==> config.mk <==
export PLATFORM = sky130hd
export DESIGN_NAME = id_ex_stage_flat
export DESIGN_NICKNAME = d
export VERILOG_FILES = /design/src/rtl/id_ex_stage_if.sv /design/src/rtl/id_ex_stage.sv /design/src/flat_wrapper.sv
export SDC_FILE = /design/constraint.sdc
export NUM_CORES = 1
export LEC_CHECK = 0
export BUFFER_PORTS_ARGS = -buffer_cell sky130_fd_sc_hd__buf_2
export CAP_MARGIN = 20
export CORE_AREA = 2 2 137 139
export DETAILED_ROUTE_END_ITERATION = 8
export DIE_AREA = 0 0 139 141
export GPL_TIMING_DRIVEN = 0
export PLACE_DENSITY = 0.75
export SYNTH_ARGS = -nofsm -noshare
export SYNTH_HDL_FRONTEND = slang
export SYNTH_SLANG_ARGS = --single-unit
==> constraint.sdc <==
create_clock -name clk -period 5.4 [get_ports clk]
set_input_delay 0.54 -clock clk [delete_from_list [all_inputs] [get_ports clk]]
set_output_delay 0.54 -clock clk [all_outputs]
set_load 0.005 [all_outputs]
==> src/rtl/id_ex_stage_if.sv <==
// ID/EX stage bus: decode-side input bundle, execute-side registered
// bundle, writeback bypass port, flush and load-use hazard report.
interface id_ex_stage_if #(
    parameter int XLEN   = 32,
    parameter int CTRL_W = 12,
    parameter int RA_W   = 5
);
    logic              in_valid;
    logic              in_ready;
    logic [XLEN-1:0]   in_pc;
    logic [XLEN-1:0]   in_rd1;
    logic [XLEN-1:0]   in_rd2;
    logic [XLEN-1:0]   in_imm;
    logic [CTRL_W-1:0] in_ctrl;
    logic [RA_W-1:0]   in_rs1;
    logic [RA_W-1:0]   in_rs2;
    logic [RA_W-1:0]   in_rd;
    logic              in_mem_read;

    logic              wb_we;
    logic [RA_W-1:0]   wb_rd;
    logic [XLEN-1:0]   wb_data;

    logic              flush;

    logic              out_valid;
    logic              out_ready;
    logic [XLEN-1:0]   out_pc;
    logic [XLEN-1:0]   out_rd1;
    logic [XLEN-1:0]   out_rd2;
    logic [XLEN-1:0]   out_imm;
    logic [CTRL_W-1:0] out_ctrl;
    logic [RA_W-1:0]   out_rs1;
    logic [RA_W-1:0]   out_rs2;
    logic [RA_W-1:0]   out_rd;
    logic              out_mem_read;

    logic              hazard_stall;

    modport slave (
        input  in_valid, in_pc, in_rd1, in_rd2, in_imm, in_ctrl,
        input  in_rs1, in_rs2, in_rd, in_mem_read,
        input  wb_we, wb_rd, wb_data, flush, out_ready,
        output in_ready, out_valid, out_pc, out_rd1, out_rd2,
        output out_imm, out_ctrl, out_rs1, out_rs2, out_rd,
        output out_mem_read, hazard_stall
    );

    modport master (
        output in_valid, in_pc, in_rd1, in_rd2, in_imm, in_ctrl,
        output in_rs1, in_rs2, in_rd, in_mem_read,
        output wb_we, wb_rd, wb_data, flush, out_ready,
        input  in_ready, out_valid, out_pc, out_rd1, out_rd2,
        input  out_imm, out_ctrl, out_rs1, out_rs2, out_rd,
        input  out_mem_read, hazard_stall
    );
endinterface

==> src/rtl/id_ex_stage.sv <==
// ID/EX pipeline register: one-slot valid/ready stage with load-use
// hazard detection and writeback bypass on capture and while holding.
module id_ex_stage #(
    parameter int XLEN   = 32,
    parameter int CTRL_W = 12,
    parameter int RA_W   = 5
) (
    input logic           clk,
    input logic           rst,
    id_ex_stage_if.slave  bus
);
    typedef struct packed {
        logic [XLEN-1:0]   pc;
        logic [XLEN-1:0]   rd1;
        logic [XLEN-1:0]   rd2;
        logic [XLEN-1:0]   imm;
        logic [CTRL_W-1:0] ctrl;
        logic [RA_W-1:0]   rs1;
        logic [RA_W-1:0]   rs2;
        logic [RA_W-1:0]   rd;
        logic              mem_read;
    } slot_t;

    slot_t slot;
    logic  valid;

    logic  hazard;
    logic  ready;
    logic  accept;
    logic  drain;
    logic  wb_ok;
    logic  hit_in1;
    logic  hit_in2;
    logic  hit_hold1;
    logic  hit_hold2;
    logic  src_hit;
    slot_t nxt_in;

    always_comb begin
        src_hit = (slot.rd == bus.in_rs1) || (slot.rd == bus.in_rs2);
        hazard  = bus.in_valid && valid && slot.mem_read &&
                  (slot.rd != '0) && src_hit;
        ready   = (!valid || bus.out_ready) && !hazard && !bus.flush;
        accept  = bus.in_valid && ready;
        drain   = valid && bus.out_ready;
    end

    // x0 is hardwired; a write to it must never be forwarded
    always_comb begin
        wb_ok     = bus.wb_we && (bus.wb_rd != '0);
        hit_in1   = wb_ok && (bus.wb_rd == bus.in_rs1);
        hit_in2   = wb_ok && (bus.wb_rd == bus.in_rs2);
        hit_hold1 = wb_ok && (bus.wb_rd == slot.rs1);
        hit_hold2 = wb_ok && (bus.wb_rd == slot.rs2);
    end

    always_comb begin
        nxt_in.pc       = bus.in_pc;
        nxt_in.rd1      = hit_in1 ? bus.wb_data : bus.in_rd1;
        nxt_in.rd2      = hit_in2 ? bus.wb_data : bus.in_rd2;
        nxt_in.imm      = bus.in_imm;
        nxt_in.ctrl     = bus.in_ctrl;
        nxt_in.rs1      = bus.in_rs1;
        nxt_in.rs2      = bus.in_rs2;
        nxt_in.rd       = bus.in_rd;
        nxt_in.mem_read = bus.in_mem_read;
    end

    always_ff @(posedge clk or posedge rst) begin
        if (rst) begin
            valid <= 1'b0;
            slot  <= '0;
        end else if (bus.flush) begin
            valid <= 1'b0;
        end else if (accept) begin
            valid <= 1'b1;
            slot  <= nxt_in;
        end else if (drain) begin
            valid <= 1'b0;
        end else if (valid) begin
            // a held operand must not go stale behind a later writeback
            if (hit_hold1) slot.rd1 <= bus.wb_data;
            if (hit_hold2) slot.rd2 <= bus.wb_data;
        end
    end

    assign bus.in_ready     = ready;
    assign bus.hazard_stall = hazard;
    assign bus.out_valid    = valid;
    assign bus.out_pc       = slot.pc;
    assign bus.out_rd1      = slot.rd1;
    assign bus.out_rd2      = slot.rd2;
    assign bus.out_imm      = slot.imm;
    assign bus.out_ctrl     = slot.ctrl;
    assign bus.out_rs1      = slot.rs1;
    assign bus.out_rs2      = slot.rs2;
    assign bus.out_rd       = slot.rd;
    assign bus.out_mem_read = slot.mem_read;
endmodule

==> src/flat_wrapper.sv <==
// flat-port wrapper written by rule: the top's interface ports become plain ports
module id_ex_stage_flat 
#(
    parameter int XLEN   = 32,
    parameter int CTRL_W = 12,
    parameter int RA_W   = 5
)
  (clk, rst, bus_in_valid, bus_in_pc, bus_in_rd1, bus_in_rd2, bus_in_imm, bus_in_ctrl, bus_in_rs1, bus_in_rs2, bus_in_rd, bus_in_mem_read, bus_wb_we, bus_wb_rd, bus_wb_data, bus_flush, bus_out_ready, bus_in_ready, bus_out_valid, bus_out_pc, bus_out_rd1, bus_out_rd2, bus_out_imm, bus_out_ctrl, bus_out_rs1, bus_out_rs2, bus_out_rd, bus_out_mem_read, bus_hazard_stall);
  id_ex_stage_if #(.XLEN(XLEN), .CTRL_W(CTRL_W), .RA_W(RA_W)) bus_i ();
  input logic clk;
  input logic rst;
  input wire logic [$bits(bus_i.in_valid)-1:0] bus_in_valid;
  input wire logic [$bits(bus_i.in_pc)-1:0] bus_in_pc;
  input wire logic [$bits(bus_i.in_rd1)-1:0] bus_in_rd1;
  input wire logic [$bits(bus_i.in_rd2)-1:0] bus_in_rd2;
  input wire logic [$bits(bus_i.in_imm)-1:0] bus_in_imm;
  input wire logic [$bits(bus_i.in_ctrl)-1:0] bus_in_ctrl;
  input wire logic [$bits(bus_i.in_rs1)-1:0] bus_in_rs1;
  input wire logic [$bits(bus_i.in_rs2)-1:0] bus_in_rs2;
  input wire logic [$bits(bus_i.in_rd)-1:0] bus_in_rd;
  input wire logic [$bits(bus_i.in_mem_read)-1:0] bus_in_mem_read;
  input wire logic [$bits(bus_i.wb_we)-1:0] bus_wb_we;
  input wire logic [$bits(bus_i.wb_rd)-1:0] bus_wb_rd;
  input wire logic [$bits(bus_i.wb_data)-1:0] bus_wb_data;
  input wire logic [$bits(bus_i.flush)-1:0] bus_flush;
  input wire logic [$bits(bus_i.out_ready)-1:0] bus_out_ready;
  output wire logic [$bits(bus_i.in_ready)-1:0] bus_in_ready;
  output wire logic [$bits(bus_i.out_valid)-1:0] bus_out_valid;
  output wire logic [$bits(bus_i.out_pc)-1:0] bus_out_pc;
  output wire logic [$bits(bus_i.out_rd1)-1:0] bus_out_rd1;
  output wire logic [$bits(bus_i.out_rd2)-1:0] bus_out_rd2;
  output wire logic [$bits(bus_i.out_imm)-1:0] bus_out_imm;
  output wire logic [$bits(bus_i.out_ctrl)-1:0] bus_out_ctrl;
  output wire logic [$bits(bus_i.out_rs1)-1:0] bus_out_rs1;
  output wire logic [$bits(bus_i.out_rs2)-1:0] bus_out_rs2;
  output wire logic [$bits(bus_i.out_rd)-1:0] bus_out_rd;
  output wire logic [$bits(bus_i.out_mem_read)-1:0] bus_out_mem_read;
  output wire logic [$bits(bus_i.hazard_stall)-1:0] bus_hazard_stall;
  assign bus_i.in_valid = bus_in_valid;
  assign bus_i.in_pc = bus_in_pc;
  assign bus_i.in_rd1 = bus_in_rd1;
  assign bus_i.in_rd2 = bus_in_rd2;
  assign bus_i.in_imm = bus_in_imm;
  assign bus_i.in_ctrl = bus_in_ctrl;
  assign bus_i.in_rs1 = bus_in_rs1;
  assign bus_i.in_rs2 = bus_in_rs2;
  assign bus_i.in_rd = bus_in_rd;
  assign bus_i.in_mem_read = bus_in_mem_read;
  assign bus_i.wb_we = bus_wb_we;
  assign bus_i.wb_rd = bus_wb_rd;
  assign bus_i.wb_data = bus_wb_data;
  assign bus_i.flush = bus_flush;
  assign bus_i.out_ready = bus_out_ready;
  assign bus_in_ready = bus_i.in_ready;
  assign bus_out_valid = bus_i.out_valid;
  assign bus_out_pc = bus_i.out_pc;
  assign bus_out_rd1 = bus_i.out_rd1;
  assign bus_out_rd2 = bus_i.out_rd2;
  assign bus_out_imm = bus_i.out_imm;
  assign bus_out_ctrl = bus_i.out_ctrl;
  assign bus_out_rs1 = bus_i.out_rs1;
  assign bus_out_rs2 = bus_i.out_rs2;
  assign bus_out_rd = bus_i.out_rd;
  assign bus_out_mem_read = bus_i.out_mem_read;
  assign bus_hazard_stall = bus_i.hazard_stall;
  id_ex_stage #(.XLEN(XLEN), .CTRL_W(CTRL_W), .RA_W(RA_W)) u_core (.clk(clk), .rst(rst), .bus(bus_i));
endmodule
# ---- Yosys cells after proc, flatten, opt, wreduce, memory -nomap -nowiden
# Cells that the tools add are included.
dict set report classes {
  n_addsub 0
  multipliers 0
  div 0
  order_cmp 0
  eq_ne 7
  shift 0
  muxes 10
  bitwise_logic 1
  reduce_logical 27
}
# cell count
set ops {}
lappend ops {{64-bit 2-to-1 mux} 3}
lappend ops {{32-bit 2-to-1 mux} 4}
lappend ops {{5-bit == test} 6}
lappend ops {{1-bit logical AND} 13}
lappend ops {{5-bit nonzero test} 2}
lappend ops {{4-bit AND reduction} 2}
lappend ops {{2-bit nonzero test} 3}
lappend ops {{1-bit zero test} 3}
lappend ops {{1-bit 2-to-1 mux} 3}
lappend ops {{3-bit nonzero test} 1}
lappend ops {{1-bit logical OR} 2}
lappend ops {{2-bit by 1-bit inequality test with 1-bit output (second input constant)} 1}
lappend ops {{2-bit AND reduction} 1}
lappend ops {{1-bit inverter} 1}
dict set report word_totals {
  regBits 157
  latch_bits 0
  mem_bits_rw 0
  mem_bits_ro 0
  in_bits 199
  out_inout_bits 159
  word_cells 55
  memories 0
}

# ---- Logic depth before layout (Yosys ltp)
# Gate-level depths: netlist of run 1.
dict set report depth {
  word_depth 10
  ltp_mapped 9
  ltp_nobuf 6
}

# ---- Least setup slack after synthesis of run 1
# Ideal clock, no wire load.
dict set report synth_path {
  path_type {input -> register}
  startpoint {in bus_wb_rd[0]}
  endpoint {reg u_core.slot, in the netlist u_core.bus.out_rd2[0]}
  t_arrival_ns 2.298
  t_required_ns 5.274
  setup_slack_ns 2.976
  path_stages 8
  path_cell_list {buf_2 or4_1 o21a_1 a41oi_2 a21boi_4 nor2_2 buf_6 a221o_1}
}
dict set report synth_via {
  elab_chain_cells 5
}
# element line
set synth_lines {}
lappend synth_lines {{from (decl)} flat_wrapper.sv:23} ;# input wire logic [$bits(bus_i.wb_rd)-1:0] bus_wb_rd;
lappend synth_lines {{5-bit nonzero test} id_ex_stage.sv:50} ;# wb_ok = bus.wb_we && (bus.wb_rd != '0);
lappend synth_lines {{1-bit logical AND} id_ex_stage.sv:50}
lappend synth_lines {{1-bit logical AND, on equally long branches} {id_ex_stage.sv:54, id_ex_stage.sv:52}}
lappend synth_lines {{2-bit nonzero test (no line) / 32-bit 2-to-1 mux (equally long branches)} n/a}
lappend synth_lines {{4-bit AND reduction (no line) / 64-bit 2-to-1 mux (equally long branches)} n/a}
lappend synth_lines {{to (signal assigned)} id_ex_stage.sv:77} ;# slot <= nxt_in;
lappend synth_lines {{to (decl)} id_ex_stage.sv:24} ;# slot_t slot;
# Several ways; a longest one is shown, not always the timed one.
# A chain may end at the register's enable or synchronous reset.

# ---- Final worst setup path of run 1
dict set report layout_path {
  startpoint {reg u_core.slot, in the netlist u_core.bus.out_rd[1]}
  endpoint {reg u_core.slot, in the netlist u_core.bus.out_rd1[27]}
}
dict set report layout_via {
  elab_chain_cells 9
}
# element line
set layout_lines {}
lappend layout_lines {{5-bit == test / 5-bit nonzero test (equally long branches)} {id_ex_stage.sv:40, id_ex_stage.sv:42}}
lappend layout_lines {{1-bit logical OR / 1-bit logical AND (equally long branches)} {id_ex_stage.sv:40, id_ex_stage.sv:41}}
lappend layout_lines {{1-bit logical AND (*)} id_ex_stage.sv:42} ;# (slot.rd != '0) && src_hit;
lappend layout_lines {{1-bit zero test (*)} id_ex_stage.sv:43} ;# ready = (!valid || bus.out_ready) && !hazard && !bus.flush;
lappend layout_lines {{1-bit logical AND (*) (2 in series)} id_ex_stage.sv:43}
lappend layout_lines {{1-bit logical AND (*)} id_ex_stage.sv:44} ;# accept = bus.in_valid && ready;
lappend layout_lines {{2-bit by 1-bit inequality test with 1-bit output (no line) / 2-bit nonzero test (equally long branches)} n/a}
lappend layout_lines {{4-bit AND reduction (no line)} n/a}
# Every way passes the cells marked *; elsewhere a longest branch is shown, timed or not.

==> summary.md, run 1 <==
| Metric | Value |
|---|---|
| Status | `finished clean` |
| Worst endpoint required time | `5.69 ns` |
| Library cells used by synthesis | `38` |
| Clock skew | `0.01624 ns` |
| P&R area growth vs syn | `40.12%` |
| PD cells | `379.3 nW/µm²` |
| Met2 wire length | `10320 µm` |
| Clk_lat worst skew | `0.42 ns` |
| Num CTS Buffers | `17` |
| Leakage | `0.004632 µW` |
| # rows | `50` |
| Post-synth top flop | `dfrtp_1` |
| Grt ovf | `0` |
| Routability cong. | `0.8313` |
| Clk root buf | `clkbuf_16` |
| Final HPWL DP | `15740 µm` |
| Worst min path class | `primary input to async pin` |
| Port buffer count | `352` |
| RR Endpoint | `u_core.bus.out_rd1[27]$_DFFE_PP0P_` |
| Commonest cells after routing, fill and taps aside | `buf_2, dfrtp_1, mux2_2` |
| Die area | `19600 µm²` |
| CP startpoint kind | `flip-flop` |
| Wl on met1 | `8264 µm` |
| Worst vdd ir | `205.4 µV` |
| Largest net degree at the start of global routing | `86` |
| Post-synthesis sequential area ratio | `0.5846` |
| YS warnings | `0` |
| Detailed-route via count | `5646` |
| Most common cell after layout, fill and taps aside | `buf_2` |
| Post-synthesis async set-or-reset flop share | `1.000` |
| RSZ-0062 raised after global routing | `false` |
| Initial Util | `0.3679` |
| Pre-CTS setup slack | `2.567 ns` |
| Rel. slew slack | `0.5159` |
| Tcrit/Tclk final | `0.5140` |
| Hold bufs inserted after CTS | `0` |
| GR Util All Layers | `0.2054` |
| Reg-to-Reg Start | `u_core.bus.out_rd[1]$_DFFE_PP0P_` |
| Drt pass-1 iters | `5` |
| Netlist area before placement | `6720 µm²` |
| H-tree level count | `4` |
| Max-slew violation count | `0` |
| Initial antenna violation count | `1` |
| Max clock buf depth | `2` |
| DR WL/cell | `17.85 µm` |
| Final hold violation count | `0` |
| Yosys reg bits | `157` |
| Wire length on met3 | `1490 µm` |
| Setup repair bufs after CTS | `0` |
| Via/cell ratio | `4.927` |
| DRT antenna net count | `0` |
| CP endpoint kind | `flip-flop` |
| WP data arrival | `3.07 ns` |
| DR top layer | `met4` |
| Tightest Pin Transition | `0.7213 ns` |
| Synthesized net count | `726` |
| CTS tree | `built` |
| Worst setup margin | `2.624 ns` |
| Vias in the first global route | `5849` |
| Min Hold Slack | `0.1545 ns` |
| I/O pin total | `358` |
| Share of layout cells above drive strength 1 | `0.5543` |
| Reg2Reg Setup Slack | `2.62 ns` |
| TNS Setup | `0 ns` |
| DRC viols | `0` |
| Fillers | `1651` |
| Number of DRC markers in iteration 0 | `228` |
| Post-Synthesis Mean Instance Area | `12.75 µm²` |
| Post-CTS Resized | `0` |
| Final net count | `1098` |
| Number of flops mapped to enable cells by yosys | `0` |
| Max_cap viols | `0` |
| CTS sink count | `157` |
| Overall Power | `3572 µW` |
| Core Footprint | `18270 µm²` |
| CP max FO | `10` |
| Final Setup Violations | `0` |
| Die X | `139 µm` |
| Clock period minus worst slack | `2.776 ns` |
| Die Ht | `141 µm` |
| Clk pin slew, worst setup/hold paths | `0.07 ns` |
| Post-synthesis cell count | `527` |
| WL final | `20450 µm` |
| Worst Reg-to-Reg Cells | `8` |
| Fmax | `360.3 MHz` |
| Setup CP Type | `flip-flop to flip-flop` |
| First-pass GRT wire length | `31550 µm` |
registers in the layout, summed over array words and instances (netlist names):
| name | cells |
|---|---|
| u_core.bus.out_mem_read | 1 |
| u_core.bus.out_pc | 32 |
| u_core.bus.out_imm | 32 |
| u_core.bus.out_rd2 | 32 |
| u_core.bus.out_valid | 1 |
| u_core.bus.out_rd1 | 32 |
| u_core.bus.out_rs2 | 5 |
| u_core.bus.out_ctrl | 12 |
| u_core.bus.out_rd | 5 |
| u_core.bus.out_rs1 | 5 |
per-layer routing:
layer  global-route usage  up-vias
met5                    0        -
met4              0.06911        0
met1               0.2466     2749
met2               0.3570      263
li1                     -     2608
met3              0.05808       26
kinds of logic (layout without fill, tap and decap cells):
logic type	Yosys count	in the layout	synth area share
buffers and inverters	67	451	0.04748
other	0	1	0
AOI/OAI and AO/OA	111	111	0.1082
and+or+nand+nor	52	52	0.03966
DFF	157	157	0.5846
xor gates and xnor gates	30	30	0.03910
muxes	110	110	0.1810
worst max-delay path by stage:
| stage | startpoint | to | cells after the start |
|---|---|---|---|
| final | u_core.bus.out_rd[1]$_DFFE_PP0P_ | u_core.bus.out_rd1[27]$_DFFE_PP0P_ | 8 |
| after detailed placement | bus_wb_rd[2] | u_core.bus.out_rd2[8]$_DFFE_PP0P_ | 8 |
| after CTS | u_core.bus.out_rd[1]$_DFFE_PP0P_ | u_core.bus.out_rd1[27]$_DFFE_PP0P_ | 8 |
| after global placement | rst | u_core.bus.out_rd2[26]$_DFFE_PP0P_ | 2 |
| after floorplan | rst | u_core.bus.out_ctrl[0]$_DFFE_PP0P_ | 1 |
| after global routing | u_core.bus.out_rd[1]$_DFFE_PP0P_ | u_core.bus.out_rd1[27]$_DFFE_PP0P_ | 8 |
cell usage after synthesis (4+ instances only):
master / instances / area share
nand2_1: 22 / 0.012
buf_2: 15 / 0.011
mux2_2: 92 / 0.15
inv_1: 33 / 0.018
o21ai_1: 9 / 0.0067
a221o_1: 14 / 0.021
o22ai_1: 34 / 0.032
mux2i_1: 18 / 0.027
a21oi_1: 32 / 0.024
o21ai_0: 12 / 0.0089
nand3_1: 4 / 0.0030
buf_4: 9 / 0.010
and2_1: 14 / 0.013
xnor2_1: 24 / 0.031
dfrtp_1: 157 / 0.58
clkbuf_1: 7 / 0.0039
xor2_1: 6 / 0.0078
worst max-delay path: stages, from the launching register on:
cell      delay, ns
dfrtp_1        0.46
or4_1          0.60
o2111a_1       0.33
o32a_1         0.19
o21ai_1        0.36
and2_0         0.20
buf_2          0.15
buf_2          0.25
a21oi_1        0.11
layout make-up:
type	instances	area, µm²	share of cell area
inverter	33	131.4	0.01395
clock inverter	11	157.7	0.01674
timing repair buffer	353	1789	0.1900
antenna	1	2.502	0.0002657
buffer	34	195.2	0.02073
tap	234	292.8	0.03109
sequential	157	3929	0.4172
multi-input combinational	303	2472	0.2626
clock buffer	20	446.7	0.04744
metrics by stage:
stage	instance area [µm²]	instances	util
after CTS	9414	1145	0.5153
after global routing	9417	1146	0.5155
final	9417	1146	0.5155
after detailed placement	8810	1114	0.4823
after floorplan	6720	527	-
after global placement	8775	1113	0.4803
power by group:
group | switching, µW | internal, µW
clock network | 508 | 745
registers | 134 | 1400
logic | 365 | 421
Note: power is estimated with default switching activity, not from simulation.
==> run 2: changes to the inputs <==
==> constraint.sdc (replaced) <==
create_clock -name clk -period 2.75 [get_ports clk]
set_input_delay 0.275 -clock clk [delete_from_list [all_inputs] [get_ports clk]]
set_output_delay 0.275 -clock clk [all_outputs]
set_load 0.005 [all_outputs]
==> summary.md, run 2 (synthesized netlist as in run 1, its figures left out) <==
| Metric | Value |
|---|---|
| Clk pin slew, worst setup/hold paths | `0.07 ns (about the same)` |
| P&R area growth vs syn | `40.51%` |
| Tightest Pin Transition | `0.5999 ns (-0.1214 ns)` |
| Clk root buf | `clkbuf_16` |
| RSZ-0062 raised after global routing | `false` |
| DR WL/cell | `17.56 µm (-1.6%)` |
| Die Ht | `141 µm (unchanged)` |
| Most common cell after layout, fill and taps aside | `buf_2` |
| Worst endpoint required time | `3.05 ns (-2.64 ns)` |
| Final net count | `1101 (+0.27%)` |
| CTS tree | `built` |
| Clock skew | `0.007280 ns (-0.008962 ns)` |
| Initial Util | `0.3679 (unchanged)` |
| PD cells | `723.0 nW/µm² (+91%)` |
| # rows | `50 (unchanged)` |
| CP max FO | `15 (+5)` |
| Comb pwr share | `0.228 (+0.008)` |
| Initial antenna violation count | `1 (unchanged)` |
| Final HPWL DP | `15910 µm (+1.0%)` |
| Worst min path class | `primary input to flip-flop` |
| Grt ovf | `0 (unchanged)` |
| H-tree level count | `4 (unchanged)` |
| Switching share of power | `0.2916 (+0.009942)` |
| Number of DRC markers in iteration 0 | `206 (-9.6%)` |
| Leakage | `0.004641 µW (+0.19%)` |
| WL final | `20200 µm (-1.2%)` |
| Die X | `139 µm (unchanged)` |
| DRT antenna net count | `0 (unchanged)` |
| Clk_lat worst skew | `0.42 ns (about the same)` |
| Clock period minus worst slack | `2.596 ns (-0.1803 ns)` |
| Core Footprint | `18270 µm² (unchanged)` |
| Min Hold Slack | `0.08224 ns (-0.07222 ns)` |
| Setup CP Type | `flip-flop to flip-flop` |
| Final hold violation count | `0 (unchanged)` |
| CP endpoint kind | `flip-flop` |
| Share of layout cells above drive strength 1 | `0.5596 (+0.005227)` |
| Status | `finished clean` |
| Drt pass-1 iters | `4 (-1)` |
| I/O pin total | `358 (unchanged)` |
| Num CTS Buffers | `17 (unchanged)` |
| Max_cap viols | `0 (unchanged)` |
| Die area | `19600 µm² (unchanged)` |
| GR Util All Layers | `0.2047 (-0.0006931)` |
| Max clock buf depth | `2 (unchanged)` |
| Largest net degree at the start of global routing | `43 (-50%)` |
| Port buffer count | `352 (unchanged)` |
| Tcrit/Tclk final | `0.9438 (+0.4298)` |
| DRC viols | `0 (unchanged)` |
| Worst vdd ir | `459.4 µV (+120%)` |
| First-pass GRT wire length | `31550 µm (unchanged)` |
| P_int | `4837 µW (+88%)` |
| Vias in the first global route | `5946 (+1.7%)` |
| Final Setup Violations | `0 (unchanged)` |
| Routability cong. | `0.8559 (+3.0%)` |
| Detailed-route via count | `5602 (-0.78%)` |
| CP startpoint kind | `flip-flop` |
| CTS sink count | `157 (unchanged)` |
| Commonest cells after routing, fill and taps aside | `buf_2, dfrtp_1, mux2_2` |
| Rel. slew slack | `0.5974 (+0.08146)` |
| Via/cell ratio | `4.871 (-1.1%)` |
| Sequential fraction of design power | `0.439 (+0.010)` |
| Sw Pwr | `1991 µW (+98%)` |
| TNS Setup | `0 ns (unchanged)` |
| Max-slew violation count | `0 (unchanged)` |
| Clock share of power | `0.333 (-0.018)` |
| Fmax | `385.3 MHz (+6.9%)` |
| Reg2Reg Setup Slack | `0.15 ns (-2.47 ns)` |
| WP data arrival | `2.90 ns (-0.17 ns)` |
[run 2: cell count changes in the layout (fill, tap and decap cells not counted), sizes merged]
cell         previous run  this run
bufinv                  3         0
buf                   380       382
clkinvlp                2         4
clkinv                  2         3
dlygate4sd3             0         1
inv                    37        38
[run 2: final cells by class]
type,instances,area [µm²]
diodes,1,2.502
inverters,33,127.6
well taps,234,292.8
multi-input cells,303,2476
clock buffers,20,466.7
flip-flops and latches,157,3929
repair buffers,357,1852
fillers,1638,8825
plain buffers,33,193.9
clock inverters,12,102.6
[run 2: worst max-delay path: stages (launching register included)]
cell and delay (ns):
dfrtp_1 0.46, or4_1 0.60, o2111a_1 0.32, o32ai_1 0.11
o21ba_2 0.31, buf_2 0.24, and2_1 0.18, a221o_1 0.25
[run 2: routing by layer]
metal / wire (µm) / global-route usage / up-vias
li1: - / - / 2615
met1: 8002 / 0.2388 / 2699
met2: 10210 / 0.3619 / 260
met3: 1500 / 0.05095 / 28
met4: 483 / 0.08400 / 0
met5: 0 / 0 / -
[run 2: path summary, 6_finish.rpt]
check                      cells past startpoint                                  to                                from
min in group asynchronous                      3  u_core.bus.out_imm[18]$_DFFE_PP0P_                                 rst
max                                            7   u_core.bus.out_rd2[0]$_DFFE_PP0P_    u_core.bus.out_rd[1]$_DFFE_PP0P_
min reg2reg                                    2  u_core.bus.out_rd2[24]$_DFFE_PP0P_  u_core.bus.out_rd2[24]$_DFFE_PP0P_
max in group asynchronous                      5  u_core.bus.out_rd2[24]$_DFFE_PP0P_                                 rst
max reg2reg                                    7   u_core.bus.out_rd2[0]$_DFFE_PP0P_    u_core.bus.out_rd[1]$_DFFE_PP0P_
min                                            2  u_core.bus.out_imm[24]$_DFFE_PP0P_                      bus_in_imm[24]
[run 2: repair_timing]
action / 4_1_cts / 5_1_grt
hold endpoints to repair: 10 / 0
gates resized for setup: 0 / 2
endpoints found under the setup margin: 0 / 50
hold buffers: 1 / 0
setup buffers: 0 / 0
[run 2: power by group through the flow]
stage               combinational (µW)  clock [µW]  sequential [µW]
finish                            1560        2270             3000
global route                      1710        2420             3060
CTS                               1580        2330             3000
detailed placement                1570           0             3040
global placement                  1530           0             3020
floorplan                          705           0             3060
[run 2: through the flow]
| stage | instances | util | cell area (µm²) | power (µW) | setup WS (ns) |
|---|---|---|---|---|---|
| finish | 1150 | 0.5169 | 9443 | 6828 | 0.1545 |
| floorplan | 527 | - | 6724 | 3766 | 0.4881 |
| CTS | 1150 | 0.5166 | 9438 | 6910 | 0.02495 |
| global route | 1149 | 0.5168 | 9440 | 7187 | 0.01713 |
| detailed placement | 1117 | 0.4849 | 8859 | 4610 | 0.04688 |
| global placement | 1113 | 0.4805 | 8778 | 4545 | -0.5436 |
==> run 3: changes to the inputs <==
--- a/config.mk
+++ b/config.mk
@@ -7,11 +7,11 @@
 export LEC_CHECK = 0
 export BUFFER_PORTS_ARGS = -buffer_cell sky130_fd_sc_hd__buf_2
 export CAP_MARGIN = 20
-export CORE_AREA = 2 2 137 139
+export CORE_MARGIN = 2
+export CORE_UTILIZATION = 23
 export DETAILED_ROUTE_END_ITERATION = 8
-export DIE_AREA = 0 0 139 141
 export GPL_TIMING_DRIVEN = 0
-export PLACE_DENSITY = 0.75
+export PLACE_DENSITY = 0.55
 export SYNTH_ARGS = -nofsm -noshare
 export SYNTH_HDL_FRONTEND = slang
 export SYNTH_SLANG_ARGS = --single-unit
==> constraint.sdc (replaced) <==
create_clock -name clk -period 2.1 [get_ports clk]
set_input_delay 0.21 -clock clk [delete_from_list [all_inputs] [get_ports clk]]
set_output_delay 0.21 -clock clk [all_outputs]
set_load 0.005 [all_outputs]
==> summary.md, run 3 (synthesized netlist as in run 1, its figures left out) <==
| Metric | Value |
|---|---|
| Pre-CTS setup slack | `-0.6334 ns (-0.6803 ns)` |
| WL final | `25810 µm (+28%)` |
| DR WL/cell | `17.96 µm (+2.2%)` |
| Clock skew | `0.009200 ns (+0.001921 ns)` |
| RSZ-0062 raised after global routing | `true` |
| CP top delay family | `simple AND/OR/NAND/NOR gates` |
| Final Core Density | `0.4267 (-0.09024)` |
| Vias in the first global route | `6602 (+11%)` |
| Clk pin slew, worst setup/hold paths | `0.06 ns (about the same)` |
| Num CTS Buffers | `17 (unchanged)` |
| Leakage | `0.005850 µW (+26%)` |
| Die X | `174.9 µm (+26%)` |
| Grt ovf | `0 (unchanged)` |
| Final hold violation count | `0 (unchanged)` |
| Failing checks | `setup timing` |
| Sw Pwr | `2822 µW (+42%)` |
| Die area | `30600 µm² (+56%)` |
| Tcrit/Tclk final | `1.119 (+0.1750)` |
| Worst endpoint required time | `2.41 ns (-0.64 ns)` |
| PD cells | `811.3 nW/µm² (+12%)` |
| # rows | `62 (+24%)` |
| First-pass GRT wire length | `38800 µm (+23%)` |
| I/O pin total | `358 (unchanged)` |
| Max-slew violation count | `0 (unchanged)` |
| Max_cap viols | `0 (unchanged)` |
| Setup CP Type | `flip-flop to flip-flop` |
| Sequential fraction of design power | `0.399 (-0.040)` |
| DRT antenna net count | `0 (unchanged)` |
| Max clock buf depth | `2 (unchanged)` |
| Die Ht | `174.9 µm (+24%)` |
| Final net count | `1243 (+13%)` |
| Most common cell after layout, fill and taps aside | `buf_2` |
| Comb pwr share | `0.302 (+0.074)` |
| Critical path's largest stage delay | `0.56 ns (-0.04 ns)` |
| Via/cell ratio | `4.338 (-11%)` |
| CP max FO | `5 (-10)` |
| Rel. slew slack | `0.7465 (+0.1491)` |
| Inst Count DP | `1267 (+13%)` |
| Clk root buf | `clkbuf_16` |
| Routability cong. | `0.7949 (-7.1%)` |
| Initial antenna violation count | `1 (unchanged)` |
| CP startpoint kind | `flip-flop` |
| Share of layout cells above drive strength 1 | `0.5998 (+0.04025)` |
| Port buffer count | `352 (unchanged)` |
| Worst min path class | `primary input to flip-flop` |
| CP endpoint kind | `flip-flop` |
| Fmax | `425.6 MHz (+10%)` |
| Commonest cells after routing, fill and taps aside | `buf_2, dfrtp_1, dlygate4sd3_1` |
| Reg2Reg Setup Slack | `-0.25 ns (-0.40 ns)` |
| GR Util All Layers | `0.1662 (-0.03845)` |
| Detailed-route via count | `6234 (+11%)` |
| Switching share of power | `0.2841 (-0.007539)` |
| Final Instance Count excl. Fillers | `1437 (+25%)` |
| Fillers | `2765 (+69%)` |
| CTS tree | `built` |
| P_int | `7113 µW (+47%)` |
| Clock period minus worst slack | `2.350 ns (-0.2460 ns)` |
| Dpl cell area | `9419 µm² (+6.3%)` |
| Core Footprint | `28700 µm² (+57%)` |
| H-tree level count | `4 (unchanged)` |
| Clock share of power | `0.299 (-0.034)` |
| Cell breakdown of the critical path | `or4_4, o2111ai_4, nor2_4, nor2_4, buf_12, clkbuf_16, clkbuf_16, mux2_4` |
| Worst setup margin | `-0.2496 ns (-0.4040 ns)` |
| CP max stage cell | `or4_4` |
| Worst vdd ir | `464.4 µV (+1.1%)` |
| Layout Cell Area excl Fill | `12250 µm² (+30%)` |
| Drt pass-1 iters | `4 (unchanged)` |
| Worst path bufs/invs | `3 (+2)` |
| P&R area growth vs syn | `82.24%` |
| Final Setup Violations | `158 (+158)` |
| Min Hold Slack | `0.02700 ns (-0.05524 ns)` |
| Initial Util | `0.2341 (-0.1337)` |
| Status | `complete, but fails checks` |
| CTS sink count | `157 (unchanged)` |
| Largest net degree at the start of global routing | `39 (-9.3%)` |
| Number of DRC markers in iteration 0 | `238 (+16%)` |
| DRC viols | `0 (unchanged)` |
| Final HPWL DP | `17630 µm (+11%)` |
| Tightest Pin Transition | `0.3802 ns (-0.2197 ns)` |
| Clk_lat worst skew | `0.43 ns (about the same)` |
| WP data arrival | `2.66 ns (-0.24 ns)` |
run 3: final cells by class:
cell class                      count  area (µm²)  area share
Inverter                           33       127.6     0.01042
Clock buffer                       19       442.9     0.03617
Antenna cell                        1       2.502   0.0002043
Tap cell                          384       480.5     0.03923
Sequential cell                   157        3934      0.3212
Buffer                             33       442.9     0.03617
Multi-Input combinational cell    303        3174      0.2592
Clock inverter                      8       97.59    0.007969
Timing Repair Buffer              499        3545      0.2894
run 3: worst reg2reg max path, delay by kind of cell (launching register included):
| kind | cells | cell delay (ns) |
|---|---|---|
| and+or+nand+nor | 3 | 0.83 |
| buffers and inverters | 3 | 0.47 |
| DFF | 1 | 0.41 |
| muxes | 1 | 0.29 |
| AOI/OAI and AO/OA | 1 | 0.23 |
run 3: path summary, 6_finish.rpt:
kind,cells past startpoint,to,from
max in group asynchronous,5,u_core.bus.out_rd1[6]$_DFFE_PP0P_,rst
max,8,u_core.bus.out_imm[1]$_DFFE_PP0P_,u_core.bus.out_rd[2]$_DFFE_PP0P_
min,2,u_core.bus.out_pc[14]$_DFFE_PP0P_,bus_in_pc[14]
min reg2reg,2,u_core.bus.out_rd2[13]$_DFFE_PP0P_,u_core.bus.out_rd2[13]$_DFFE_PP0P_
min in group asynchronous,3,u_core.bus.out_pc[23]$_DFFE_PP0P_,rst
max reg2reg,8,u_core.bus.out_imm[1]$_DFFE_PP0P_,u_core.bus.out_rd[2]$_DFFE_PP0P_
run 3: power groups by stage:
stage	clock network [µW]	logic (µW)	registers [µW]
final	2970	3000	3960
after global routing	3200	3230	4040
after global placement	0	2280	3960
after CTS	3070	2910	3940
after floorplan	0	1130	4020
after detailed placement	0	2320	3980
run 3: timing repair:
action	4_1_cts	5_1_grt
hold endpoints to repair	132	0
setup buffers	28	4
resized for setup	140	40
setup endpoints to repair	158	158
gates cloned	11	6
hold buffers	97	0
pin swaps	8	12
run 3: stage by stage:
step / total power [µW] / TNS, ns
6_report: 9936 / -27.74
5_1_grt: 10470 / -37.24
4_1_cts: 9922 / -27.85
3_5_place_dp: 6293 / -73.60
3_3_place_gp: 6242 / -271.42
2_1_floorplan: 5149 / -24.33
run 3: layer usage:
metal | global-route usage | wire (µm) | vias to the layer above
met5 | 0 | 0 | -
met4 | 0.05347 | 482 | 0
met3 | 0.03677 | 1231 | 26
met2 | 0.2737 | 12710 | 201
met1 | 0.2172 | 11380 | 3102
li1 | - | - | 2905
